==> src/rtl/tick_stretch_pkg.sv <==
// tick_stretch_pkg: shared FSM encoding and counter width helper for tick_stretch.
package tick_stretch_pkg;
  localparam logic [1:0] ST_IDLE = 2'd0;
  localparam logic [1:0] ST_HIGH = 2'd1;
  localparam logic [1:0] ST_GAP  = 2'd2;
  // Bits needed to hold values 0..n-1, never less than one bit.
  function automatic int cnt_w(input int n);
    return (n < 2) ? 1 : $clog2(n);
  endfunction
endpackage

==> src/rtl/sat_updown_cnt.sv <==
// sat_updown_cnt: saturating up/down event counter for queued ticks.
//   clk, rst_n (sync, active-low); inc/dec requests; count output;
//   sat_drop flags an inc refused because count is already at MAX.
module sat_updown_cnt
  import tick_stretch_pkg::*;
#(
  parameter int MAX = 3
) (
  input  logic                       clk,
  input  logic                       rst_n,
  input  logic                       inc,
  input  logic                       dec,
  output logic [cnt_w(MAX+1)-1:0]    count,
  output logic                       sat_drop
);
  localparam int W = cnt_w(MAX+1);
  localparam logic [W-1:0] MAX_V = W'(MAX);
  logic [W-1:0] count_q, count_d;
  always_comb begin
    sat_drop = inc && !dec && (count_q == MAX_V);
    count_d  = (inc && !dec && !sat_drop) ? count_q + W'(1) :
               (dec && !inc && count_q != '0) ? count_q - W'(1) : count_q;
  end
  always_ff @(posedge clk) begin
    if (!rst_n) count_q <= '0;
    else        count_q <= count_d;
  end
  assign count = count_q;
endmodule

==> src/rtl/tick_stretch.sv <==
// tick_stretch: stretch single-cycle ticks into HIGH_CYCLES pulses with GAP_CYCLES low gaps.
//   clk, rst_n (sync, active-low); tick input event.
//   level: stretched pulse; busy: pulse or gap in progress; pend_cnt: queued ticks;
//   overflow: one-cycle flag for a dropped tick. All outputs registered.
//   TICK_STRETCH_RETRIGGER_EN: a tick during the high phase extends the pulse instead of queueing.
module tick_stretch
  import tick_stretch_pkg::*;
#(
  parameter int HIGH_CYCLES = 4,
  parameter int GAP_CYCLES  = 2,
  parameter int PEND_DEPTH  = 3
) (
  input  logic                             clk,
  input  logic                             rst_n,
  input  logic                             tick,
  output logic                             level,
  output logic                             busy,
  output logic [cnt_w(PEND_DEPTH+1)-1:0]   pend_cnt,
  output logic                             overflow
);
  localparam int CW = cnt_w(HIGH_CYCLES > GAP_CYCLES ? HIGH_CYCLES : GAP_CYCLES);
  localparam logic [CW-1:0] HI_LD  = CW'(HIGH_CYCLES - 1);
  localparam logic [CW-1:0] GAP_LD = CW'(GAP_CYCLES - 1);
  logic [1:0]    state_q, state_d;
  logic [CW-1:0] cnt_q, cnt_d;
  logic          level_q, level_d, busy_q, busy_d, overflow_q;
  logic          has_pend, last_gap, retrig, inc, dec, sat_drop;
  always_comb begin
    has_pend = pend_cnt != '0;
    last_gap = (state_q == ST_GAP) && (cnt_q == '0);
`ifdef TICK_STRETCH_RETRIGGER_EN
    retrig = tick && (state_q == ST_HIGH);
`else
    retrig = 1'b0;
`endif
    // A last-gap tick with an empty queue starts the next pulse directly;
    // otherwise it joins the queue while the oldest queued event is consumed.
    inc = tick && (((state_q == ST_HIGH) && !retrig) || ((state_q == ST_GAP) && !(last_gap && !has_pend)));
    dec = last_gap && has_pend;
    state_d = state_q;
    cnt_d   = cnt_q;
    if (state_q == ST_IDLE) begin
      if (tick) begin
        state_d = ST_HIGH;
        cnt_d   = HI_LD;
      end
    end else if (state_q == ST_HIGH) begin
      if (retrig) cnt_d = HI_LD;
      else if (cnt_q == '0) begin
        state_d = ST_GAP;
        cnt_d   = GAP_LD;
      end else cnt_d = cnt_q - CW'(1);
    end else if (state_q == ST_GAP) begin
      if (cnt_q != '0) cnt_d = cnt_q - CW'(1);
      else if (has_pend || tick) begin
        state_d = ST_HIGH;
        cnt_d   = HI_LD;
      end else begin
        state_d = ST_IDLE;
        cnt_d   = '0;
      end
    end else begin
      state_d = ST_IDLE;
      cnt_d   = '0;
    end
    level_d = state_d == ST_HIGH;
    busy_d  = state_d != ST_IDLE;
  end
  always_ff @(posedge clk) begin
    if (!rst_n) begin
      state_q    <= ST_IDLE;
      cnt_q      <= '0;
      level_q    <= 1'b0;
      busy_q     <= 1'b0;
      overflow_q <= 1'b0;
    end else begin
      state_q    <= state_d;
      cnt_q      <= cnt_d;
      level_q    <= level_d;
      busy_q     <= busy_d;
      overflow_q <= sat_drop;
    end
  end
  sat_updown_cnt #(.MAX(PEND_DEPTH)) u_pend (
    .clk      (clk),
    .rst_n    (rst_n),
    .inc      (inc),
    .dec      (dec),
    .count    (pend_cnt),
    .sat_drop (sat_drop)
  );
  assign level    = level_q;
  assign busy     = busy_q;
  assign overflow = overflow_q;
endmodule

==> config.mk <==
export PLATFORM = sky130hd
export DESIGN_NAME = tick_stretch
export DESIGN_NICKNAME = d
export VERILOG_FILES = /design/src/rtl/tick_stretch_pkg.sv /design/src/rtl/sat_updown_cnt.sv /design/src/rtl/tick_stretch.sv
export SDC_FILE = /design/constraint.sdc
export NUM_CORES = 1
export LEC_CHECK = 0
export ABC_AREA = 1
export BUFFER_PORTS_ARGS = -buffer_cell sky130_fd_sc_hd__buf_2
export CAP_MARGIN = 10
export CORE_MARGIN = 2
export CORE_UTILIZATION = 35
export CTS_CLUSTER_DIAMETER = 80
export CTS_CLUSTER_SIZE = 16
export DETAILED_ROUTE_END_ITERATION = 6
export GPL_TIMING_DRIVEN = 0
export MAX_ROUTING_LAYER = met4
export PLACE_DENSITY = 0.59
export REMOVE_ABC_BUFFERS = 1
export SLEW_MARGIN = 20
export SYNTH_ARGS = -nofsm -noshare
export SYNTH_HDL_FRONTEND = slang
export SYNTH_HIERARCHICAL = 1
export SYNTH_SLANG_ARGS = --single-unit
==> constraint.sdc <==
create_clock -name clk -period 3.5 [get_ports clk]
set_input_delay 0.35 -clock clk [delete_from_list [all_inputs] [get_ports clk]]
set_output_delay 0.35 -clock clk [all_outputs]
set_load 0.02 [all_outputs]
[Word-level counts from Yosys, hierarchy flattened]
Index checks and enable logic that the tools add are counted.
Word-level totals
  bits in registers: 9
  bits of input ports: 3
  output and inout port bits: 5
  logic and storage cells: 53
Operators by class
  add/sub/neg operators: 3
  eq/ne operators: 5
  multiplexer cells: 16
  reduce and logical (&&, ||, !) cells: 23
Operators by type and width (number)
  $mux 2: 15
  $logic_and 1x1->1: 10
  $reduce_bool 2->1: 4
  $logic_not 1->1: 5
  $eq 2x1->1 const B: 2
  $eq 2x2->1 const B: 2
  $logic_not 2->1: 2
  $sub 2x1->2 const B: 2
  $add 2x1->2 const B: 1
  $logic_or 1x1->1: 2
  $ne 2x2->1 const B: 1
  $mux 1: 1

[Logic depth before layout (Yosys ltp)]
Gate-level depths: netlist of run 1.
  word-level depth: 12
  mapped depth: 11
  gate-level depth less buffers: 11

[By module]
Netlist of run 1, hierarchy kept.
Modules (own cells, without submodules)
  tick_stretch: times used 1, cells each 54, area an instance 379.1 sq um, sequential area each 140.1 sq um
  sat_updown_cnt: times used 1, cells each 20, area an instance 116.4 sq um, sequential area each 40.0 sq um

[Least setup slack after synthesis of run 1]
OpenSTA, ideal clock, no wires.
  path kind: reg2reg
  start point: reg state_q[1]
  end point: reg u_pend.count_q[0], in the netlist u_pend/count[0]
  library setup time: 115 ps
  data arrival time: 1185 ps
  required time: 3385 ps
  setup slack: 2200 ps
  stages on the path, launching flop included: 10
  buffers on the path: 0
  clock period less this slack: 1300 ps
  cell sequence: dfxtp_1 -> inv_2 -> nor2_4 -> inv_2 -> nand2_2 -> nand2_1 -> a21oi_1 -> nand3_1 -> a21oi_1 -> nor2_1
Between the ends
  cells in the longest elaborated chain, start to end: 12
  elaborated cells on any way between the ends: 19
  those cells by class: eq/ne (2); mux (1); reduce/logical (16)
RTL lines
  start, declared: RTL line tick_stretch.sv:24  | logic [1:0] state_q, state_d;
  start signal, assigned: RTL line tick_stretch.sv:77  | state_q <= state_d;
  $eq 2x2->1: RTL line tick_stretch.sv:30, tick_stretch.sv:38
  $logic_and 1x1->1: RTL line tick_stretch.sv:30  | last_gap = (state_q == ST_GAP) && (cnt_q == '0);
  $logic_and 1x1->1: RTL line tick_stretch.sv:38  | inc = tick && (((state_q == ST_HIGH) && !retrig) || ((state_q == ST_GAP) && !(last_gap && !has_pend)));
  $logic_not 1->1: RTL line tick_stretch.sv:38
  $logic_and 1x1->1: RTL line tick_stretch.sv:38
  $logic_or 1x1->1 *: RTL line tick_stretch.sv:38
  $logic_and 1x1->1 *: RTL line tick_stretch.sv:38
  via inc: RTL line tick_stretch.sv:27  | logic has_pend, last_gap, retrig, inc, dec, sat_drop;
  $logic_and 1x1->1: RTL line sat_updown_cnt.sv:20, sat_updown_cnt.sv:21
  $logic_and 1x1->1: RTL line sat_updown_cnt.sv:20  | sat_drop = inc && !dec && (count_q == MAX_V);
  $logic_not 1->1: RTL line sat_updown_cnt.sv:21  | count_d = (inc && !dec && !sat_drop) ? count_q + W'(1) :
  $logic_and 1x1->1: RTL line sat_updown_cnt.sv:21
  $mux 2 / $reduce_bool 2->1 (equally long branches)
  end signal, assigned: RTL line sat_updown_cnt.sv:26  | else count_q <= count_d;
  end, declared: RTL line sat_updown_cnt.sv:18  | logic [W-1:0] count_q, count_d;
The timed path passes the listed nets; every way through them passes the cells marked *.
A chain may end at the register's enable or synchronous reset.

[Worst setup path in the final report of run 1]
Ends and elaborated chain as after synthesis.

==> results of run 1 <==
-- worst max path at each step --
stage,end,cells past startpoint,slack (ns),start
4_1_cts,u_pend/count[0],9,2.08,state_q[1]
3_5_place_dp,u_pend/count[0],9,2.09,state_q[1]
6_report,u_pend/count[0],9,2.06,state_q[1]
5_1_grt,u_pend/count[0],9,1.88,state_q[1]
3_3_place_gp,u_pend/count[0],9,2.09,state_q[1]
2_1_floorplan,u_pend/count[0],9,2.20,state_q[1]
-- flip-flops by register name, indices dropped and copies added, names as in the netlist --
signal	cells
busy	1
cnt_q	2
level	1
overflow	1
state_q	2
u_pend/count	2
-- stage by stage --
| stage | instance area, um^2 | hold slack [ns] | utilization (%) | instances |
|---|---|---|---|---|
| 2_1_floorplan | 495.5 | 0.4435 | - | 74 |
| 6_report | 575.6 | 0.3289 | 43.68 | 100 |
| 3_5_place_dp | 549.3 | 0.5640 | 41.69 | 96 |
| 5_1_grt | 575.6 | 0.3598 | 43.68 | 100 |
| 3_3_place_gp | 549.3 | 0.5497 | 41.69 | 96 |
| 4_1_cts | 575.6 | 0.3373 | 43.68 | 100 |
-- worst max-delay path, stage by stage (launching register included) --
cell     delay, ns
dfxtp_1       0.35
inv_2         0.07
nor2_4        0.12
inv_2         0.06
nand2_2       0.08
nand2_1       0.06
a21oi_1       0.24
nand3_1       0.14
a21oi_1       0.16
nor2_1        0.06
-- metal layers --
layer  up-vias  wire length (um)  part of all wire [%]  track usage [%]
met5         -                 0                     0                -
met4         0                34                   3.4            8.387
met3         5                32                   3.2            2.609
met2        14               414                    41            18.44
met1       214               533                    53            17.11
li1        253                 -                     -                -
-- layout make-up --
type / count / area, um^2 / share of cell area, %
well taps: 15 / 18.77 / 3.261
multi-input cells: 51 / 262.8 / 45.65
inverters: 14 / 52.55 / 9.130
flip-flops and latches: 9 / 180.2 / 31.30
clock buffers: 4 / 26.28 / 4.565
repair buffers: 7 / 35.03 / 6.087
-- logic make-up after synthesis --
group / synth area share (%)
simple gates: 40.40
buf+inv: 10.61
compound gates: 12.63
flops: 36.36
-- synth_stat cells --
library cell,instances
inv_1,8
o21ai_1,2
a31oi_1,1
nand2_1,16
inv_2,6
dfxtp_1,9
nor2_1,9
nand3_1,3
o31ai_1,1
nor2_2,2
nor2_4,2
nand3_2,2
nand2_2,4
a21oi_2,1
nand4_1,1
nor3_1,1
a21oi_1,6
-- power by group --
part           total [uW]  switching [uW]  leakage, uW  internal (uW)
Sequential            154            25.2    0.0000742            129
Clock                84.4            40.3    0.0000150           44.1
Combinational         188             125     0.000194           63.8
Total                 427             190     0.000283            237
==> reports/metrics.yaml, run 1 <==
status: "completed"
drc: 0
period_needed_ns: 1.436
holdBufCountCts: 0
rows: 13
coreArea_um2: 1318
critPathLaunchType: "register"
fin_tns_setup_ns: 0
setup_slack_ns: 2.064
cts_tree: "done"
syn_area_um2: 495.5
port_buffers: 7
drt-wirelength-per-cell_um: 10.14
vias_per_cell: 4.860
hold_viol: 0
syn_area_per_cell_um2: 6.696
design.die.area_um2: 1733
num_vias: 486
hold_path_startpoint: "rst_n"
r2r-start: "state_q[1]"
yosys-top-cells-area: "dfxtp_1, nand2_1, nor2_1, a21oi_1, inv_1"
r2r_slack_ns: 2.06
insertion_delay_ns: 0.26
root_buffer: "clkbuf_4"
finalWirelength_um: 1014
grt_max_degree: 6
boundaryPins: 8
synthToLayoutAreaGrowth_pct: 16.16
die_y_um: 41.63
antenna_found_initial: 0
gp_congestion: 0.8523
post-place-ws_ns: 2.092
setup_violations: 0
powerDensity_nw_per_um2: 741.9
drive_gt1_share_pct: 31.76
leakage_uw: 0.0002831
hold_path.class: "in2reg"
clkTransAtPathRegs_ns: 0.07
fillers: 131
min_to: "overflow"
fin_skew_ns: 0.002279
clock-sinks: 9
synth_cells: 74
worst_pin_slew_ns: 0.2725
crit_arrival_ns: 1.60
antennaDiodeCount: 0
power.total_uw: 427.0
cts_buffers: 3
ys_ff_latch: 9
finalCritPeriodShare_pct: 41.02
cp.required_ns: 3.66
mostFrequentLayoutCells: "nand2_1, nor2_1, dfxtp_1"
initial_utilization_pct: 37.61
fin_nets: 89
crit_type: "reg2reg"
ctsResizeCount: 0
endpoint_kind: "register"
cp_max_fo: 4
drtAntennaViolNets: 0
post_cts_buffers: 0
peakVddDrop_mv: 0.2490
yosys_warnings: 6
drtIter0Drc: 16
ctsHtreeMaxLevel: 1
first_pass_iters: 5
grt_pass1_wl_um: 1704
clock.fmax_mhz: 696.6
yosysTopAreaCell: "dfxtp_1"
ys_types: 17
overflow: 0
rr_worst_depth: 9
gr-usage-all-layers_pct: 13.16
r2r-end: "u_pend/count[0]"
first_global_vias: 423
grt_setup_unrepaired: "false"
min_path_cells: 3
ys_seq_area_share_pct: 36.36
hpwlAfterDp_um: 715.2
die_w_um: 41.63
mostFrequentLayoutCell: "nand2_1"
drv_slew: 0
clock_path_buffers: 2
slew_headroom_pct: 81.84
synth_top_area_share_pct: 36.36
cap_violations: 0
(Power assumes the default switching activity.)
==> run 2, diff against run 1 <==
- PLACE_DENSITY: 0.59 -> 0.61
- clock period: 3.5 -> 1.2 ns (I/O delays scaled with it)
==> run 2 against run 1 <==
The run now ends with negative setup slack left; first-iteration DRC count up 130%; clock skew up 0.0022 ns; design area up 17%; sequential cell count unchanged; wire length up 13%; sequential power rose to 3.0 times the previous value; non-clock buffer count up 6; global-route usage up 1.1 points; register-to-register slack worse by 2.1 ns; count of clock-buffer cells in the layout unchanged; power rose to 3.4 times the previous value; worst setup slack worse by 2.1 ns; critical path type unchanged.
==> reports/metrics.yaml, run 2 (synthesis gave the netlist of run 1 again) <==
status: "finished, violations left"
failed_checks: "negative setup slack"
endpoint_kind: "register"
setup_slack_ns: -0.05863
cp.required_ns: 1.39
initial_utilization_pct: 37.61
mostFrequentLayoutCell: "nand2_1"
r2r_slack_ns: -0.06
crit_arrival_ns: 1.44
setup_violations: 2
fin_area_um2: 675.6
drtIter0Drc: 36
root_buffer: "clkbuf_4"
fin_nets: 95
place_inst: 96
cp_max_fo: 4
hold_viol: 0
powerDensity_nw_per_um2: 2173
slew_headroom_pct: 83.06
fin_tns_setup_ns: -0.09010
cts_buffers: 3
ctsHtreeMaxLevel: 1
clock_path_buffers: 2
boundaryPins: 8
critPathLaunchType: "register"
design.die.area_um2: 1733
leakage_uw: 0.0003203
die_w_um: 41.63
drive_gt1_share_pct: 51.65
num_vias: 513
synthToLayoutAreaGrowth_pct: 36.36
first_pass_iters: 4
clock-sinks: 9
clock.fmax_mhz: 794.5
coreArea_um2: 1318
drt-wirelength-per-cell_um: 10.77
drc: 0
rows: 13
placed_cell_area_um2: 549.3
overflow: 0
mostFrequentLayoutCells: "nand2_1, inv_1, nand2_2, buf_2"
grt_setup_unrepaired: "true"
period_needed_ns: 1.259
insertion_delay_ns: 0.26
grt_max_degree: 6
worst_pin_slew_ns: 0.2538
antenna_found_initial: 0
finalCritPeriodShare_pct: 104.9
finalWirelength_um: 1142
grt_pass1_wl_um: 1759
post-place-ws_ns: -0.2129
hold_path.class: "in2reg"
instances_no_fill: 106
cap_violations: 0
fin_skew_ns: 0.004482
first_global_vias: 427
vias_per_cell: 4.840
gp_congestion: 0.8379
port_buffers: 7
drv_slew: 0
gr-usage-all-layers_pct: 14.26
die_y_um: 41.63
clkTransAtPathRegs_ns: 0.06
peakVddDrop_mv: 1.091
crit_type: "reg2reg"
drtAntennaViolNets: 0
cts_tree: "done"
hpwlAfterDp_um: 671.7
antennaDiodeCount: 0
[run 2: area by class of cell]
cell class | instances | area, um^2
timing repair buffer | 13 | 80.08
fill | 123 | 641.9
sequential | 9 | 186.4
multi-input combinational | 51 | 309.0
inverter | 14 | 55.05
clock buffer | 4 | 26.28
tap | 15 | 18.77
[run 2: routing by layer]
layer,track usage (%),part of all wire [%],vias up,wire length [um]
met3,6.522,7.9,2,90
met4,3.871,0.96,0,11
met2,23.13,49,21,555
met5,-,0,-,0
li1,-,-,264,-
met1,15.73,42,226,485
[run 2: final timing paths]
path	from	endpoint	cells after the start
min reg2reg	u_pend/count[0]	u_pend/count[1]	2
max reg2reg	state_q[1]	u_pend/count[1]	10
min	rst_n	u_pend/count[0]	3
max	state_q[1]	u_pend/count[1]	10
[run 2: worst max-delay path: stages (launching register included)]
cell     delay, ns
dfxtp_2       0.35
inv_4         0.05
nor2_4        0.09
inv_2         0.06
nand2_2       0.07
nand2_2       0.06
a21oi_4       0.16
nand2_1       0.10
nand2_1       0.07
o21ai_1       0.05
a21oi_1       0.14
[run 2: stage by stage]
stage               total power [uW]  util (%)  hold slack [ns]
finish                          1468     51.28           0.1306
CTS                             1394     49.00           0.1246
global placement               985.7     41.69           0.3936
global route                    1573     51.28           0.1243
detailed placement             983.7     41.69           0.3995
floorplan                      884.8         -           0.2135
[run 2: where the power goes]
part	switching [uW]	internal (uW)	leakage, uW	total (uW)
Clock	100	128	0.0000150	228
Sequential	81.0	386	0.0000760	467
Combinational	455	318	0.000229	773
Total	636	832	0.000320	1470
[run 2: what timing repair did]
item / CTS / global route
hold buffers: 0 / 0
endpoints found under the setup margin: 3 / 3
buffers inserted: 4 / 2
pin swaps: 4 / 6
resized for setup: 14 / 4
==> run 3, diff against run 2 <==
- ABC_AREA: 1 -> unset
==> run 3 against run 2 <==
The run still ends with negative setup slack left; power decreased by 39%; synthesized cell count decreased by 32%; count of clock-buffer cells in the layout unchanged; combinational power fell by 66%; register-to-register slack got worse by 0.17 ns; critical path type unchanged; critical endpoint is now u_pend/count[0]; largest cell class unchanged; highest routed layer unchanged.
==> reports/metrics.yaml, run 3 <==
port_buffers: 7
post-route-util_pct: 54.44
holdBufCountCts: 0
ctsHtreeMaxLevel: 1
cp_max_fo: 4
insertion_delay_ns: 0.26
cts_tree: "done"
synth_cells: 50
root_buffer: "clkbuf_4"
design.die.area_um2: 1602
critPathLaunchType: "register"
synthToLayoutAreaGrowth_pct: 38.57
die_w_um: 40.03
hold_slack_ns: 0.1502
antenna_found_initial: 0
worst_pin_slew_ns: 0.2808
gr-usage-all-layers_pct: 15.78
post-place-ws_ns: -0.3988
syn_area_per_cell_um2: 9.084
drt-wirelength-per-cell_um: 13.10
synthTopCellsByCount: "dfxtp_1, and2_1, nand2b_1, o21ai_0"
coreArea_um2: 1156
synth_flop_cell: "dfxtp_1"
mostFrequentLayoutCells: "buf_2, dfxtp_4, buf_4"
synth_most_common_cell: "dfxtp_1"
grt_max_degree: 12
synth-async-reset-ratio_pct: 0
drc: 0
rows: 12
cts_buffers: 3
grt_pass1_wl_um: 1566
powerDensity_nw_per_um2: 1419
drive_gt1_share_pct: 46.88
hpwlAfterDp_um: 566.2
hold_path.class: "in2reg"
failed_checks: "negative setup slack"
setup_slack_ns: -0.2335
setup_violations: 4
status: "finished, violations left"
drv_slew: 0
drtIter0Drc: 11
cap_violations: 0
r2r_slack_ns: -0.23
instances_no_fill: 78
yosysTopAreaCell: "dfxtp_1"
ys_types: 29
crit_type: "reg2reg"
fin_nets: 68
clock.fmax_mhz: 697.6
drtAntennaViolNets: 0
boundaryPins: 8
overflow: 0
hold_viol: 0
leakage_uw: 0.0002658
crit_arrival_ns: 1.58
endpoint_kind: "register"
initial_utilization_pct: 39.29
fillers: 100
cp.required_ns: 1.35
slew_headroom_pct: 81.12
clock_path_buffers: 2
synth_top_area_share_pct: 39.67
finalWirelength_um: 1022
place_inst: 69
first_pass_iters: 4
clock-sinks: 9
fin_skew_ns: 0.002741
antennaDiodeCount: 0
die_y_um: 40.03
mostFrequentLayoutCell: "buf_2"
gp_congestion: 0.7847
power.total_uw: 892.9
vias_per_cell: 5.718
yosys_warnings: 6
finalCritPeriodShare_pct: 119.5
ys_ff_latch: 9
syn_area_um2: 454.2
period_needed_ns: 1.434
clkTransAtPathRegs_ns: 0.06
yosys-top-cells-area: "dfxtp_1, and2_1, nand2b_1, a221oi_1, o21ai_0"
peakVddDrop_mv: 0.6649
num_vias: 446
synth_enable_flop_cells: 0
grt_setup_unrepaired: "true"
first_global_vias: 350
ys_seq_area_share_pct: 39.67
## run 3: cell count changes after synthesis, moves of 4 or more
cell,previous run,this run
nor2_1,9,1
nand2_2,4,0
nand2_1,16,2
a21oi_1,6,1
inv_1,8,0
inv_2,6,0
## run 3: area by class of cell
cell class / count / area [um^2] / area share, %
multi-input cells: 39 / 312.8 / 49.70
clock buffers: 4 / 26.28 / 4.175
repair buffers: 12 / 72.57 / 11.53
flip-flops and latches: 9 / 200.2 / 31.81
well taps: 14 / 17.52 / 2.783
## run 3: logic make-up after synthesis
family,share of synthesized area [%]
AOI/OAI and AO/OA,27.82
and+or+nand+nor,28.10
muxes,2.204
DFF,39.67
buffers and inverters,2.202
## run 3: final timing paths
kind                                       from              end  cells after the start
worst max-delay path            u_pend/count[0]  u_pend/count[0]                      6
worst min-delay path                      rst_n         cnt_q[0]                      2
worst max register to register  u_pend/count[0]  u_pend/count[0]                      6
worst min register to register       state_q[0]            level                      1
## run 3: critical path: stages (launching register included)
cell,delay (ns)
dfxtp_4,0.35
nor4_4,0.30
o21ai_2,0.11
and2_4,0.15
or2b_1,0.23
o21ai_1,0.09
a21oi_1,0.09
## run 3: repair_timing
item,4_1_cts,5_1_grt
buffers inserted,2,3
resized for setup,18,4
endpoints found under the setup margin,4,4
pin swaps,10,0
## run 3: routing by layer
| metal | part of all wire, % | track usage, % |
|---|---|---|
| met1 | 43 | 19.06 |
| met2 | 48 | 20.97 |
| met3 | 5.4 | 5.000 |
| met4 | 3.2 | 12.93 |
| met5 | 0 | - |
## run 3: power by group
part | internal, uW | total, uW | leakage (uW) | switching (uW)
Sequential | 338 | 394 | 0.0000778 | 55.2
Clock | 128 | 239 | 0.0000150 | 111
Combinational | 137 | 260 | 0.000173 | 123
## run 3: through the flow
stage	instance area [um^2]	TNS, ns
detailed placement	496.7	-1.106
CTS	591.8	-0.5293
global route	629.4	-0.8176
global placement	496.7	-1.201
floorplan	444.2	-0.7780
finish	629.4	-0.6416
